File: src/rtl/fetch_pkg.sv
// Shared types and constants for the instruction fetch sequencer.
//   fetch_entry_t  : one buffered fetch, {pc, instr}
//   fetch_state_t  : sequencer state (RUN fetching, FAULT stopped)
//   INSTR_BYTES    : byte stride between consecutive instructions
//   ROM_LAST_ADDR  : highest legal byte address for a ROM of a given depth
package fetch_pkg;

    typedef struct packed {
        logic [31:0] pc;
        logic [31:0] instr;
    } fetch_entry_t;

    typedef enum logic [0:0] {
        RUN,
        FAULT
    } fetch_state_t;

    localparam int unsigned INSTR_BYTES = 4;

    function automatic logic [31:0] ROM_LAST_ADDR(input int unsigned rom_depth);
        return 32'(rom_depth * INSTR_BYTES - INSTR_BYTES);
    endfunction

endpackage

File: src/rtl/fetch_buffer.sv
// Small synchronous FIFO of fetch_entry_t between the PC sequencer and decode.
//   clk, rst_n : clock, asynchronous active-low reset
//   push, wdata: write an entry at the tail
//   pop        : drop the head entry
//   flush      : discard all entries (wins over push/pop)
//   head       : registered head entry (stale but harmless when empty)
//   full, empty: occupancy flags
module fetch_buffer
    import fetch_pkg::*;
#(
    parameter int unsigned BUF_DEPTH = 2
) (
    input  logic         clk,
    input  logic         rst_n,
    input  logic         push,
    input  logic         pop,
    input  logic         flush,
    input  fetch_entry_t wdata,
    output fetch_entry_t head,
    output logic         full,
    output logic         empty
);

    localparam int unsigned PTR_W = $clog2(BUF_DEPTH);
    localparam logic [PTR_W-1:0] PTR_ONE = PTR_W'(1);
    localparam logic [PTR_W:0] CNT_ONE = (PTR_W + 1)'(1);
    localparam logic [PTR_W:0] CNT_MAX = (PTR_W + 1)'(BUF_DEPTH);

    fetch_entry_t     mem [BUF_DEPTH];
    logic [PTR_W-1:0] rd_ptr, wr_ptr;
    logic [PTR_W:0]   count;

    assign head  = mem[rd_ptr];
    assign full  = (count == CNT_MAX);
    assign empty = (count == '0);

    always_ff @(posedge clk or negedge rst_n) begin
        if (!rst_n) begin
            rd_ptr <= '0;
            wr_ptr <= '0;
            count  <= '0;
            for (int i = 0; i < BUF_DEPTH; i++) begin
                mem[i] <= '0;
            end
        end else if (flush) begin
            rd_ptr <= '0;
            wr_ptr <= '0;
            count  <= '0;
        end else begin
            // When full, push is only issued together with pop, so writing the
            // slot under rd_ptr is safe: that entry leaves at this same edge.
            if (push) begin
                mem[wr_ptr] <= wdata;
                wr_ptr      <= wr_ptr + PTR_ONE;
            end
            if (pop) begin
                rd_ptr <= rd_ptr + PTR_ONE;
            end
            if (push && !pop) begin
                count <= count + CNT_ONE;
            end else if (pop && !push) begin
                count <= count - CNT_ONE;
            end
        end
    end

endmodule

File: src/rtl/instr_fetch_ctrl.sv
// Fetch sequencer for a combinational, word-addressed instruction ROM.
//   clk, rst_n          : clock, asynchronous active-low reset
//   fetch_en            : enable fetching (buffer still drains when low)
//   instr_rAddr         : ROM byte address (current pc)
//   instr_opcode        : ROM data for instr_rAddr, same cycle
//   redirect_valid/_pc  : one-cycle branch/jump redirect request
//   if_valid/if_ready   : handshake towards decode
//   if_instr/if_pc      : buffer head entry
//   fault/fault_pc      : fetch stopped on a bad pc, and which pc
module instr_fetch_ctrl
    import fetch_pkg::*;
#(
    parameter logic [31:0] RESET_PC  = 32'h0000_0000,
    parameter int unsigned ROM_DEPTH = 64,
    parameter int unsigned BUF_DEPTH = 2
) (
    input  logic        clk,
    input  logic        rst_n,
    input  logic        fetch_en,
    output logic [31:0] instr_rAddr,
    input  logic [31:0] instr_opcode,
    input  logic        redirect_valid,
    input  logic [31:0] redirect_pc,
    output logic        if_valid,
    input  logic        if_ready,
    output logic [31:0] if_instr,
    output logic [31:0] if_pc,
    output logic        fault,
    output logic [31:0] fault_pc
);

    localparam logic [31:0] LAST_ADDR = ROM_LAST_ADDR(ROM_DEPTH);

    fetch_state_t state_q, state_d;
    logic [31:0]  pc_q, pc_d;
    logic [31:0]  fault_pc_q, fault_pc_d;

    logic         push, pop;
    logic         buf_full, buf_empty;
    logic         redirect_ok, pc_ok;
    fetch_entry_t wdata, head;

    assign redirect_ok = (redirect_pc[1:0] == 2'b00) && (redirect_pc <= LAST_ADDR);
    // pc is always word-aligned (reset and accepted redirects are), so only range matters.
    assign pc_ok       = (pc_q <= LAST_ADDR);
    assign wdata       = '{pc: pc_q, instr: instr_opcode};

    always_comb begin
        state_d    = state_q;
        pc_d       = pc_q;
        fault_pc_d = fault_pc_q;
        push       = 1'b0;
        // A redirect kills the head transfer in the same cycle.
        pop        = !buf_empty && if_ready && !redirect_valid;

        if (redirect_valid) begin
            if (redirect_ok) begin
                pc_d    = redirect_pc;
                state_d = RUN;
            end else begin
                state_d    = FAULT;
                fault_pc_d = redirect_pc;
            end
        end else if (state_q == RUN && fetch_en) begin
            if (!pc_ok) begin
                state_d    = FAULT;
                fault_pc_d = pc_q;
            end else if (!buf_full || pop) begin
                push = 1'b1;
                pc_d = pc_q + 32'(INSTR_BYTES);
            end
        end
    end

    always_ff @(posedge clk or negedge rst_n) begin
        if (!rst_n) begin
            state_q    <= RUN;
            pc_q       <= RESET_PC;
            fault_pc_q <= '0;
        end else begin
            state_q    <= state_d;
            pc_q       <= pc_d;
            fault_pc_q <= fault_pc_d;
        end
    end

    fetch_buffer #(
        .BUF_DEPTH(BUF_DEPTH)
    ) u_buffer (
        .clk   (clk),
        .rst_n (rst_n),
        .push  (push),
        .pop   (pop),
        .flush (redirect_valid),
        .wdata (wdata),
        .head  (head),
        .full  (buf_full),
        .empty (buf_empty)
    );

    assign instr_rAddr = pc_q;
    assign if_valid    = !buf_empty;
    assign if_instr    = head.instr;
    assign if_pc       = head.pc;
    assign fault       = (state_q == FAULT);
    assign fault_pc    = fault_pc_q;

endmodule

File: config.mk
export PLATFORM = sky130hd
export DESIGN_NAME = instr_fetch_ctrl
export DESIGN_NICKNAME = d
export VERILOG_FILES = /design/src/rtl/fetch_pkg.sv /design/src/rtl/fetch_buffer.sv /design/src/rtl/instr_fetch_ctrl.sv
export SDC_FILE = /design/constraint.sdc
export NUM_CORES = 1
export LEC_CHECK = 0
export CAP_MARGIN = 20
export CORE_ASPECT_RATIO = 2
export CORE_MARGIN = 2
export CORE_UTILIZATION = 33
export DETAILED_ROUTE_END_ITERATION = 16
export PLACE_DENSITY_LB_ADDON = 0.12
export REMOVE_ABC_BUFFERS = 1
export SLEW_MARGIN = 20
export SYNTH_ARGS = -nofsm -noshare
export SYNTH_HDL_FRONTEND = slang
export SYNTH_SLANG_ARGS = --single-unit
export TNS_END_PERCENT = 50
File: constraint.sdc
create_clock -name clk -period 2.7 [get_ports clk]
set_clock_uncertainty 0.05 [all_clocks]
set_input_delay 0.405 -clock clk [delete_from_list [all_inputs] [get_ports clk]]
set_output_delay 0.405 -clock clk [all_outputs]
set_load 0.005 [all_outputs]
# Word level (Yosys, flattened, before mapping)

Cells that the tools add are included.

Input port bits: 69
Memories kept: 0
Bits in latches: 0
Bits in registers: 197
Memory bits (writable): 0
ROM bits: 0

Multiplexer cells: 30
Equal/unequal tests: 4
Bitwise gates (word level): 4
$add $sub $neg: 5
Div/mod/pow operators: 0
Magnitude comparators: 5
Reductions and logical operators: 25
Shift-type cells: 0
Multiply operators: 0

Operator list:

| operator                                                                           | number |
|---|---|
| 32-bit two-way mux                                                                 | 9 |
| 64-bit two-way mux                                                                 | 4 |
| 128-bit bitwise mux                                                                | 1 |
| 64-bit demux with 1-bit select                                                     | 1 |
| 32-bit by 8-bit less-or-equal comparator with 1-bit output (second input constant) | 2 |
| 32-bit by 3-bit adder with 32-bit output (second input constant)                   | 1 |
| 1-bit two-way mux                                                                  | 12 |
| 2-bit nonzero test                                                                 | 5 |
| 1-bit logical AND                                                                  | 7 |
| 2-bit two-way mux                                                                  | 3 |
| 1-bit logical NOT                                                                  | 5 |
| 2-bit greater-or-equal comparator (second input constant)                          | 2 |
| 2-bit logical NOT                                                                  | 2 |
| 2-bit != test (second input constant)                                              | 2 |
| 1-bit NOT with 2-bit output                                                        | 2 |
| 2-bit AND reduction                                                                | 2 |
| 4-bit AND reduction                                                                | 1 |
| 3-bit AND reduction                                                                | 1 |
| 3-bit nonzero test                                                                 | 1 |
| 1-bit adder (second input constant)                                                | 2 |
| 2-bit by 1-bit adder with 2-bit output (second input constant)                     | 1 |
| 2-bit equality test (second input constant)                                        | 1 |
| 2-bit by 1-bit < comparator with 1-bit output (second input constant)              | 1 |
| 2-bit by 1-bit != test with 1-bit output (second input constant)                   | 1 |
| 3 further kinds                                                                    | 4 |

# Depth between registers and ports, before layout

Gate-level depths: netlist of the first run.

Word-level depth: 14
Depth in mapped cells: 8
Mapped depth without buffers: 6

# Hierarchy

Synthesis of the first run repeated with hierarchy kept, for this count alone.

Cells, all modules: 609
Area total of the unflattened synthesis: 9297.7 µm²

Modules (own cells, without submodules):

| module           | area each (µm²) | instances | cells an instance |
|---|---|---|---|
| fetch_buffer     | 6043.3          | 1         | 361 |
| instr_fetch_ctrl | 3254.4          | 1         | 248 |

# Worst setup path after synthesis of the first run

No wires, ideal clock.

Path kind: flip-flop to flip-flop
Start: reg pc_q[2] (netlist: instr_rAddr[2])
End: reg fault_pc_q[25] (netlist: fault_pc[25])
Arrival time: 2053 ps
Path slack: 473 ps
Stages on the path, launching flop included: 9
Period minus slack after synthesis: 2227 ps
Cell sequence: dfrtp_1 > ha_1 > and3_1 > o2111ai_1 > a31oi_1 > o21a_1 > clkbuf_1 > buf_4 > mux2_2

Longest elaborated chain between the ends: 3

RTL lines:

| what                                                       | RTL line               | RTL |
|---|---|---|
| start: declaration                                         | instr_fetch_ctrl.sv:35 | `logic [31:0] pc_q, pc_d;` |
| start signal: assignment                                   | instr_fetch_ctrl.sv:82 | `pc_q <= pc_d;` |
| 32-bit by 8-bit less-or-equal comparator with 1-bit output | instr_fetch_ctrl.sv:45 | `assign pc_ok = (pc_q <= LAST_ADDR);` |
| 2-bit != test (no line)                                    | n/a                    |  |
| 3-bit AND reduction (no line)                              | n/a                    |  |
| end signal: assignment                                     | instr_fetch_ctrl.sv:83 | `fault_pc_q <= fault_pc_d;` |
| end: declaration                                           | instr_fetch_ctrl.sv:36 | `logic [31:0] fault_pc_q, fault_pc_d;` |

No other way between the ends.
A chain may end at the register's enable or synchronous reset.

# Worst setup path after layout of the first run

Start: reg pc_q[3] (netlist: instr_rAddr[3])
End: reg pc_q[3] (netlist: instr_rAddr[3])

Longest elaborated chain between the ends: 5

RTL lines:

| what                                     | RTL line               | RTL |
|---|---|---|
| 32-bit by 3-bit adder with 32-bit output | instr_fetch_ctrl.sv:70 | `pc_d = pc_q + 32'(INSTR_BYTES);` |
| 32-bit two-way mux                       | instr_fetch_ctrl.sv:68 | `end else if (!buf_full \|\| pop) begin` |
| 32-bit two-way mux                       | instr_fetch_ctrl.sv:65 | `if (!pc_ok) begin` |
| 32-bit two-way mux                       | instr_fetch_ctrl.sv:64 | `end else if (state_q == RUN && fetch_en) begin` |
| 32-bit two-way mux                       | instr_fetch_ctrl.sv:56 | `if (redirect_valid) begin` |

Parallel ways exist; a longest one is shown, timed or not. The select of a mux whose other input is x is not followed.

==> run_results.csv, run 1 <==
group,metric,value,unit
cts,cts_buffer_depth,2,
die,fp.coreArea,0.0257,mm^2
power,power.density,692,mW/mm^2
yosys,synth.top_cell.area_share,0.572,
finish,seqCellArea,0.00493,mm^2
yosys,synth_compound_gate_area_share,0.0244,
sta,period_needed,2.53,ns
global_routing,antenna_found_initial,0,
job,cap_violations,0,
cts,insertion_delay,0.44,ns
hold_path,hp-class,"input port to flip-flop",
yosys,synthSimpleGateAreaFrac,0.0899,
sta,fin_crit_sh,0.936,
yosys,muxShareOfSynthArea,0.284,
worst_setup_path,crit_buf_inv,1,
worst_setup_path,criticalPathCategory,"flip-flop to flip-flop",
worst_setup_path,worstPathMaxFanout,30,
status,outcome,"finished, final reports clean",
worst_setup_path,cpLargestDelayFamily,"simple AND/OR/NAND/NOR gates",
finish,multi_input_area,0.00347,mm^2
yosys,netlist_top_cells_count,"dfrtp_1 (197), mux2_2 (161), mux2_4 (34)",
yosys,synth_edf_count,0,
cts,cts_tree,"built",
yosys,synth.cell_area,0.00862,mm^2
sta,max_slew.worst_pin.slew,0.579,ns
yosys,synthCells,608,
yosys,synthAdderAreaFrac,0.00145,
sta,drv_slew,0,
place,io_buffers,198,
route,dr.pass1.iters,4,
yosys,ys.flop_type,"dfrtp_1",
worst_setup_path,worstSetupStartpointType,"flip-flop",
finish,final_cell_area,0.0117,mm^2
route,viasPerCell,4.78,
place,gp_congestion,0.732,
finish,area_delta_synth_final,35.9,%
yosys,synth_top_cell_by_area,"dfrtp_1",
hold_path,hold_end,"u_buffer.rd_ptr",
cts,cts_setup_buffers,0,
worst_setup_path,critPathArrivalTime,2.80,ns
sta,setup_viol,0,
worst_setup_path,cp_slowest_stage_delay,0.42,ns
finish,utilization,0.457,
route,drc_errors,0,
finish,diodes,0,
sta,clock.fmax,396,MHz
yosys,yosys.cell_types.count,42,
finish,final_net_count,888,
global_routing,grt-ovfl-total,0,
worst_setup_path,crit_path_cell_trace,"ha_1 > and3_1 > o2111ai_1 > nand4_4 > buf_4 > and2_1 > mux2_2",
yosys,synth.most_common_cell,"dfrtp_1",
worst_setup_path,rrSetupSlack,0.17,ns
die,std_cell_rows,83,
worst_setup_path,cp.required,2.98,ns
cts,cts_buffers,17,
power,ir_drop,0.429,mV
sta,final-hold-violation-count,0,
die,die_y,233,um
power,leakage,5.38,nW
cts,htreeDepth,4,
power,finalPower,8.11,mW
sta,rsz0062_at_grt,"false",
global_routing,grt_usage,0.166,
finish,fillers,2414,
cts,clk_pin_slew,0.07,ns
yosys,synth_top_family_by_area,"multiplexers",
route,vias,5600,
worst_setup_path,crit_path_end_kind,"flip-flop",
sta,holdWs,0.420,ns
worst_setup_path,slowest_stage,"dfrtp_1",
route,drtAntennaViolNets,0,
global_routing,grt_pass1_vias,6195,
yosys,synth_xor_area_frac,0.00203,
route,drtIter0Drc,174,
route,drt-total-wl,22000,um
place,dp_hpwl,15600,um
hold_path,holdCritStartpoint,"redirect_valid",
worst_setup_path,reg2reg_to,"instr_rAddr[3]",
place,dp_slack,-0.161,ns
die,ios,199,
sta,relSlewSlack,0.608,
worst_setup_path,ff2ff_path_depth,7,
place,dp_cells,1138,
route,wire_per_inst,18.8,um
die,start_util,0.336,
finish,drive_above_1_share,0.318,
cts,clock_sinks,197,
finish,final_cells,1171,
yosys,synth-seq-cells,197,
yosys,ys_seq_area_frac,0.572,
sta,worst_slack,0.172,ns
yosys,synthArstFlopShare,1.00,
yosys,avgSynthCellArea,14.2,um^2
sta,setup_tns,0,ns
cts,cts-root-buf,"clkbuf_16",
die,fp.dieW,118,um
yosys,netlist_top_cells_area,"dfrtp_1 (57%), mux2_2 (21%), mux2_4 (5.9%)",
hold_path,hold-path-cell-count,3,
place,place_area,0.0112,mm^2
die,fp.dieArea,0.0275,mm^2
yosys,synth_warnings,0,
worst_setup_path,reg2reg_from,"instr_rAddr[3]",
global_routing,grt_max_degree,70,
global_routing,grt_first_pass_wirelength,34900,um
[cell type report]
type | instances | area share
clock buffers | 23 | 0.0408
clock inverters | 9 | 0.00662
inverters | 8 | 0.00256
multi-input cells | 364 | 0.296
flip-flops and latches | 197 | 0.421
well taps | 340 | 0.0363
repair buffers | 230 | 0.197
[logic make-up after synthesis]
| kind of cell | Yosys count |
|---|---|
| compound gates | 33 |
| xor+xnor | 2 |
| fa+ha+maj | 1 |
| buf+inv | 47 |
| flops | 197 |
| mux | 206 |
| simple gates | 122 |
[report_power, final]
| part | total [mW] | internal (mW) | switching (mW) |
|---|---|---|---|
| clock | 2.43 | 1.34 | 1.09 |
| sequential | 3.66 | 3.41 | 0.254 |
| combinational | 2.02 | 1.37 | 0.654 |
[cells in the final DEF (no fill, tap or decap), types with 5 or more instances in the layout]
cell type	n
mux2_2	161
buf_4	24
clkbuf_16	17
clkdlybuf4s50_1	196
inv_1	8
nand2_1	9
and3_1	26
clkinv_2	5
mux2_1	11
nor3b_1	5
dfrtp_1	196
buf_12	7
nor2b_1	26
and2_1	27
nor4_1	9
mux2_4	34
o21ai_0	11
nor2_1	5
[worst max-delay path by stage]
stage	startpoint	end	slack, ns	cells after the start
after floorplan	instr_rAddr[2]	u_buffer.mem[16]	-0.77	6
after global placement	redirect_pc[11]	instr_rAddr[3]	-0.16	7
after detailed placement	redirect_pc[11]	instr_rAddr[3]	-0.16	7
after CTS	instr_rAddr[3]	instr_rAddr[3]	0.13	7
after global routing	instr_rAddr[3]	instr_rAddr[3]	0.04	7
final	instr_rAddr[3]	instr_rAddr[3]	0.17	7
[worst min-delay path, delay by kind of cell]
kind          cells  cell delay, ns
buf+inv           2            0.41
simple gates      1            0.06
[sequential cells by signal, indices dropped and copies added (netlist names)]
name	cells
fault_pc	32
instr_rAddr	32
u_buffer.rd_ptr	1
fault	1
u_buffer.wr_ptr	1
u_buffer.mem	128
u_buffer.count	2
[per-layer routing]
metal	GRT usage	vias to the layer above	wire length, um
met5	0	-	0
met4	0.0505	0	354
met3	0.0505	13	1050
met2	0.309	135	12400
met1	0.177	2884	8210
li1	-	2568	-
[timing repair]
action	4_1_cts	5_1_grt
endpoints found under the setup margin	0	0
endpoints found under the hold margin	61	0
resized for setup	0	0
hold buffers	1	0
No activity file was read; power rests on OpenSTA's default activity.
==> run 2: changes to the inputs <==
- CAP_MARGIN: 20 -> default
==> results of run 2 <==
Final layout, timing and power as in run 1 (identical DEF).
==> edit 1: new RTL, flow settings as in run 1 <==
Reset style: synchronous (`rst_n`), changed in 2 clocked blocks. Comments in the files are not updated.
--- a/src/rtl/fetch_buffer.sv
+++ b/src/rtl/fetch_buffer.sv
@@ -34,7 +34,7 @@
     assign full  = (count == CNT_MAX);
     assign empty = (count == '0);
 
-    always_ff @(posedge clk or negedge rst_n) begin
+    always_ff @(posedge clk) begin
         if (!rst_n) begin
             rd_ptr <= '0;
             wr_ptr <= '0;
--- a/src/rtl/instr_fetch_ctrl.sv
+++ b/src/rtl/instr_fetch_ctrl.sv
@@ -72,7 +72,7 @@
         end
     end
 
-    always_ff @(posedge clk or negedge rst_n) begin
+    always_ff @(posedge clk) begin
         if (!rst_n) begin
             state_q    <= RUN;
             pc_q       <= RESET_PC;
Formal check against the unedited RTL: differs if rst_n is asserted again (counterexample within 4 cycles, from zero or initial values and one cycle with rst_n low); with rst_n held inactive, the same outputs for 4 cycles.
==> edit 1 against run 1 <==
- wire length is 4.4% lower
- count of clock-buffer cells in the layout down 6
- setup slack worse by 0.015 ns
- final cell count rose by 8.4%
- synthesized cell count rose by 7.7%
- first-iteration DRC count is 9.2% lower
- sequential cell count grew 1
- synthesized area is 0.12% lower
- design area is 1.9% higher
- non-clock buffer count grew 3
- die area is 0.11% lower
- critical path type unchanged
- critical endpoint is now u_buffer.count[1]
- largest cell class unchanged
Power is not compared: it rests on default switching activity, and its combinational part moved more than twofold at a synthesized area within 25%.
==> edit 1: results (changes against run 1) <==
synthesis:
  synth.distinct_cells: 53  # +26%
  synth_edf_count: 128  # +128
  ys_seq_area_share_pct: 60.89  # +3.7 points
  async_flop_share_pct: 0  # -100 points
  synth_area_leaders: "edfxtp_1, dfxtp_1, mux2_2, and2_1, mux2i_1"
  synth_commonest_cells: "edfxtp_1, mux2_2, nand2_1"
critical_path:
  arrival_ns: 2.86  # +0.06 ns
  cpPeakStageDelay_ns: 0.38  # -0.04 ns
  crit_fanout: 5  # -83%
  critPathSlowestCell: "or3_1"
layout:
  fillerInstances: 2430  # +0.66%
  drive_above_1_share_pct: 18.95  # -13 points
  nNetsFinal: 987  # +11%
placed_design:
  place.gp.congestion: 0.7597  # +3.9%
  io_buffers: 198  # unchanged
  dp_hpwl_microns: 14790  # -5.3%
  dp_slack_ns: -0.01111  # +0.1502 ns
global_route:
  first_global_vias: 5945  # -4.0%
  grtUsageMet3_pct: 3.799  # -1.3 points
  grt_pass1_wl_microns: 32780  # -6.1%
  track_usage_pct: 15.75  # -0.81 points
  use_met2_pct: 30.00  # -0.85 points
  met1_usage_pct: 15.89  # -1.8 points
  antenna_found_initial: 0  # unchanged
  grt_max_degree: 100  # +43%
status:
  status: "finished clean"
routing:
  num_vias: 5744  # +2.6%
  drtIter0Drc: 158  # -9.2%
  wl_per_cell_microns: 16.55  # -12%
cts:
  clk_path_buf_depth: 2  # unchanged
worst_hold_path:
  min_path_type: "reg2reg"
sta:
  finalCriticalPeriod_ns: 2.543  # +0.01465 ns
## edit 1: cell types whose count changed in the layout (fill, tap and decap cells not counted), sizes merged, moves of 13 or more
cell           run 1  this run
mux2i              0        36
inv                8        21
dfxtp              0        70
and2              27        82
mux2             206        88
nand2              9        88
edfxtp             0       128
nor2b             26         0
dfrtp            197         0
conb               0        48
## edit 1: per-stage QoR
stage                     total power (uW)  hold slack (ns)  cell area [sq um]  util [%]  std cells
after global routing                  7092           0.4343              11940     46.55       1269
after global placement                4319           0.3945              11340     44.21       1237
final                                 6812           0.4106              11940     46.55       1269
after detailed placement              4326           0.4029              11340     44.21       1237
after floorplan                       3801           0.4044               8522         -        664
after CTS                             6920           0.4138              11940     46.55       1269
## edit 1: cell families after synthesis
| logic type | share of synthesized area, % |
|---|---|
| simple gates | 15.00 |
| flops | 60.89 |
| mux | 15.69 |
| buf+inv | 3.733 |
| compound gates | 3.544 |
| xor+xnor | 0.8134 |
| fa+ha+maj | 0.2904 |
| other cells | 0.04353 |
## edit 1: worst paths after layout
kind	endpoint	from	depth (start not counted)
hold reg to reg	fault_pc[20]	fault_pc[20]	2
hold / removal	fault_pc[20]	fault_pc[20]	2
setup reg to reg	u_buffer.count[1]	instr_rAddr[9]	9
setup / recovery	u_buffer.count[1]	instr_rAddr[9]	9
## edit 1: where the power goes
group | switching [uW] | internal, uW
Clock | 1180 | 1390
Sequential | 47.6 | 3370
Combinational | 354 | 463
## edit 1: what timing repair did
item                       CTS  global route
setup buffers                0             0
setup endpoints to repair    1             0
resized for setup            1             0
## edit 1: layer usage
layer / up-vias / wire, microns
li1: 2808 / -
met1: 2747 / 7675
met2: 161 / 11760
met3: 28 / 1006
met4: 0 / 566
met5: - / 0
## edit 1: worst reg2reg max path: cells and delay by family (launching register included)
| kind | cells | cell delay [ns] |
|---|---|---|
| simple gates | 5 | 1.46 |
| flops | 1 | 0.35 |
| fa+ha+maj | 1 | 0.25 |
| buf+inv | 2 | 0.23 |
| compound gates | 1 | 0.13 |
## edit 1: cell type report
class                   count  area share, %
repair buffers            233          19.87
inverters                  14         0.4401
clock buffers              17          3.563
clock inverters            15          1.415
flip-flops and latches    198          43.94
well taps                 340          3.563
multi-input cells         452          27.21
==> edit 2: new RTL, flow settings as in run 1 <==
Without the edit above. `BUF_DEPTH` is set to 2 in 2 places; all go to 4.
--- a/src/rtl/fetch_buffer.sv
+++ b/src/rtl/fetch_buffer.sv
@@ -8,7 +8,7 @@
 module fetch_buffer
     import fetch_pkg::*;
 #(
-    parameter int unsigned BUF_DEPTH = 2
+    parameter int unsigned BUF_DEPTH = 4
 ) (
     input  logic         clk,
     input  logic         rst_n,
--- a/src/rtl/instr_fetch_ctrl.sv
+++ b/src/rtl/instr_fetch_ctrl.sv
@@ -12,7 +12,7 @@
 #(
     parameter logic [31:0] RESET_PC  = 32'h0000_0000,
     parameter int unsigned ROM_DEPTH = 64,
-    parameter int unsigned BUF_DEPTH = 2
+    parameter int unsigned BUF_DEPTH = 4
 ) (
     input  logic        clk,
     input  logic        rst_n,
Behaviour: not the same (Yosys sat finds a counterexample within 4 cycles, from zero or initial values and one cycle with rst_n low).
==> edit 2 against run 1 <==
- setup slack lost 0.11 ns
- final cell count grew 52%
- synthesized area grew 63%
- sequential share of layout area grew 2.0 points
- wire length grew 69%
- sequential cell count grew 131
- design area grew 59%
- power grew 64%
- largest cell class unchanged
==> edit 2: results (changes against run 1) <==
synthesis:
  ys_ff_latch: 328  # +66%
  avgSynthCellArea_sq_um: 14.77  # +4.1%
  ys_seq_area_share_pct: 58.55  # +1.4 points
  synth.distinct_cells: 47  # +12%
  synth_commonest_cells: "dfrtp_1, and2_1, mux2_1"
placed_design:
  postPlaceCellArea_sq_um: 17250  # +55%
  place.gp.congestion: 0.7844  # +7.2%
  dp_hpwl_microns: 24350  # +56%
critical_path:
  crit_family: "buffers and inverters"
  worstRegToRegCells: 10  # +3
  rr_endpoint: "u_buffer.mem[210]"
  cpPeakStageDelay_ns: 0.52  # +0.10 ns
  r2r_start: "instr_rAddr[27]"
  arrival_ns: 2.18  # -0.62 ns
layout:
  signal_buffers: 288  # +25%
  nNetsFinal: 1291  # +45%
  num-multi-input-gates: 556  # +53%
  largest_register_ffs: 256  # +100%
  clk_share_pct: 6.664  # +1.9 points
  drive_above_1_share_pct: 21.39  # -10 points
  fillerInstances: 3910  # +62%
  num-clock-buffers: 45  # +96%
routing:
  drtIter0Drc: 251  # +44%
  wl_per_cell_microns: 20.85  # +11%
  via_per_inst: 4.876  # +2.0%
sta:
  tightest_slew_ns: 0.6662  # +0.08702 ns
  period_share_pct: 97.61  # +4.0 points
global_route:
  track_usage_pct: 17.40  # +0.84 points
  grt_pass1_wl_microns: 58770  # +68%
  grt_max_degree: 73  # +4.3%
  antenna_found_initial: 1  # +1
  first_global_vias: 9871  # +59%
power:
  power_leakage_uw: 0.008912  # +66%
  switching_share_pct: 24.38  # -0.24 points
  ir_drop_mv: 0.4130  # -3.8%
  pg_clk_uw: 5240  # +120%
status:
  status: "finished clean"
die:
  core-area_sq_um: 41910  # +63%
cts:
  clk_path_buf_depth: 3  # +1
  cts_buffers: 34  # +17
## edit 2: cell count changes after synthesis, moves of 10 or more
cell,delta
nor2b_1,-25
a21oi_1,+35
mux2_2,-143
mux2_1,+109
nor2_1,+37
and3_1,-21
dfrtp_1,+131
and2_1,+96
mux2i_1,+33
mux2_4,-10
mux4_2,+64
## edit 2: layer usage
metal	vias to the layer above	track usage, %
met5	-	0
met2	217	31.91
met1	4488	20.06
met3	52	3.410
met4	2	5.867
li1	3915	-
## edit 2: worst min-delay path by stage
| stage | startpoint | endpoint | slack (ns) | cells past startpoint |
|---|---|---|---|---|
| after floorplan | rst_n | fault | 0.06 | 0 |
| after global placement | rst_n | u_buffer.mem[161] | 0.38 | 1 |
| after detailed placement | rst_n | u_buffer.mem[161] | 0.38 | 1 |
| after CTS | redirect_valid | u_buffer.rd_ptr[1] | 0.34 | 3 |
| after global routing | redirect_valid | u_buffer.wr_ptr[0] | 0.36 | 3 |
| final | redirect_valid | fault_pc[14] | 0.36 | 3 |
## edit 2: repair_timing
action / CTS / global route
buffers inserted: 8 / 2
setup endpoints to repair: 57 / 149
hold buffers: 1 / 0
hold endpoints to repair: 63 / 0
pin swaps: 0 / 0
gates resized for setup: 72 / 9
cloned: 2 / 0
## edit 2: logic make-up (layout without fill, tap and decap cells)
family          Yosys count  after routing  share of synthesized area [%]
compound gates           57             57                          2.338
mux                     259            259                          26.29
buf+inv                  65            355                          2.570
flops                   328            328                          58.55
xor+xnor                  4              4                         0.2499
fa+ha+maj                 6              6                         0.5890
simple gates            230            230                          9.415
## edit 2: through the flow
step	hold slack (ns)	total power [uW]
after floorplan	0.05941	6832
after global placement	0.3760	8202
after CTS	0.3362	13580
final	0.3592	13310
after detailed placement	0.3767	8236
after global routing	0.3563	13980
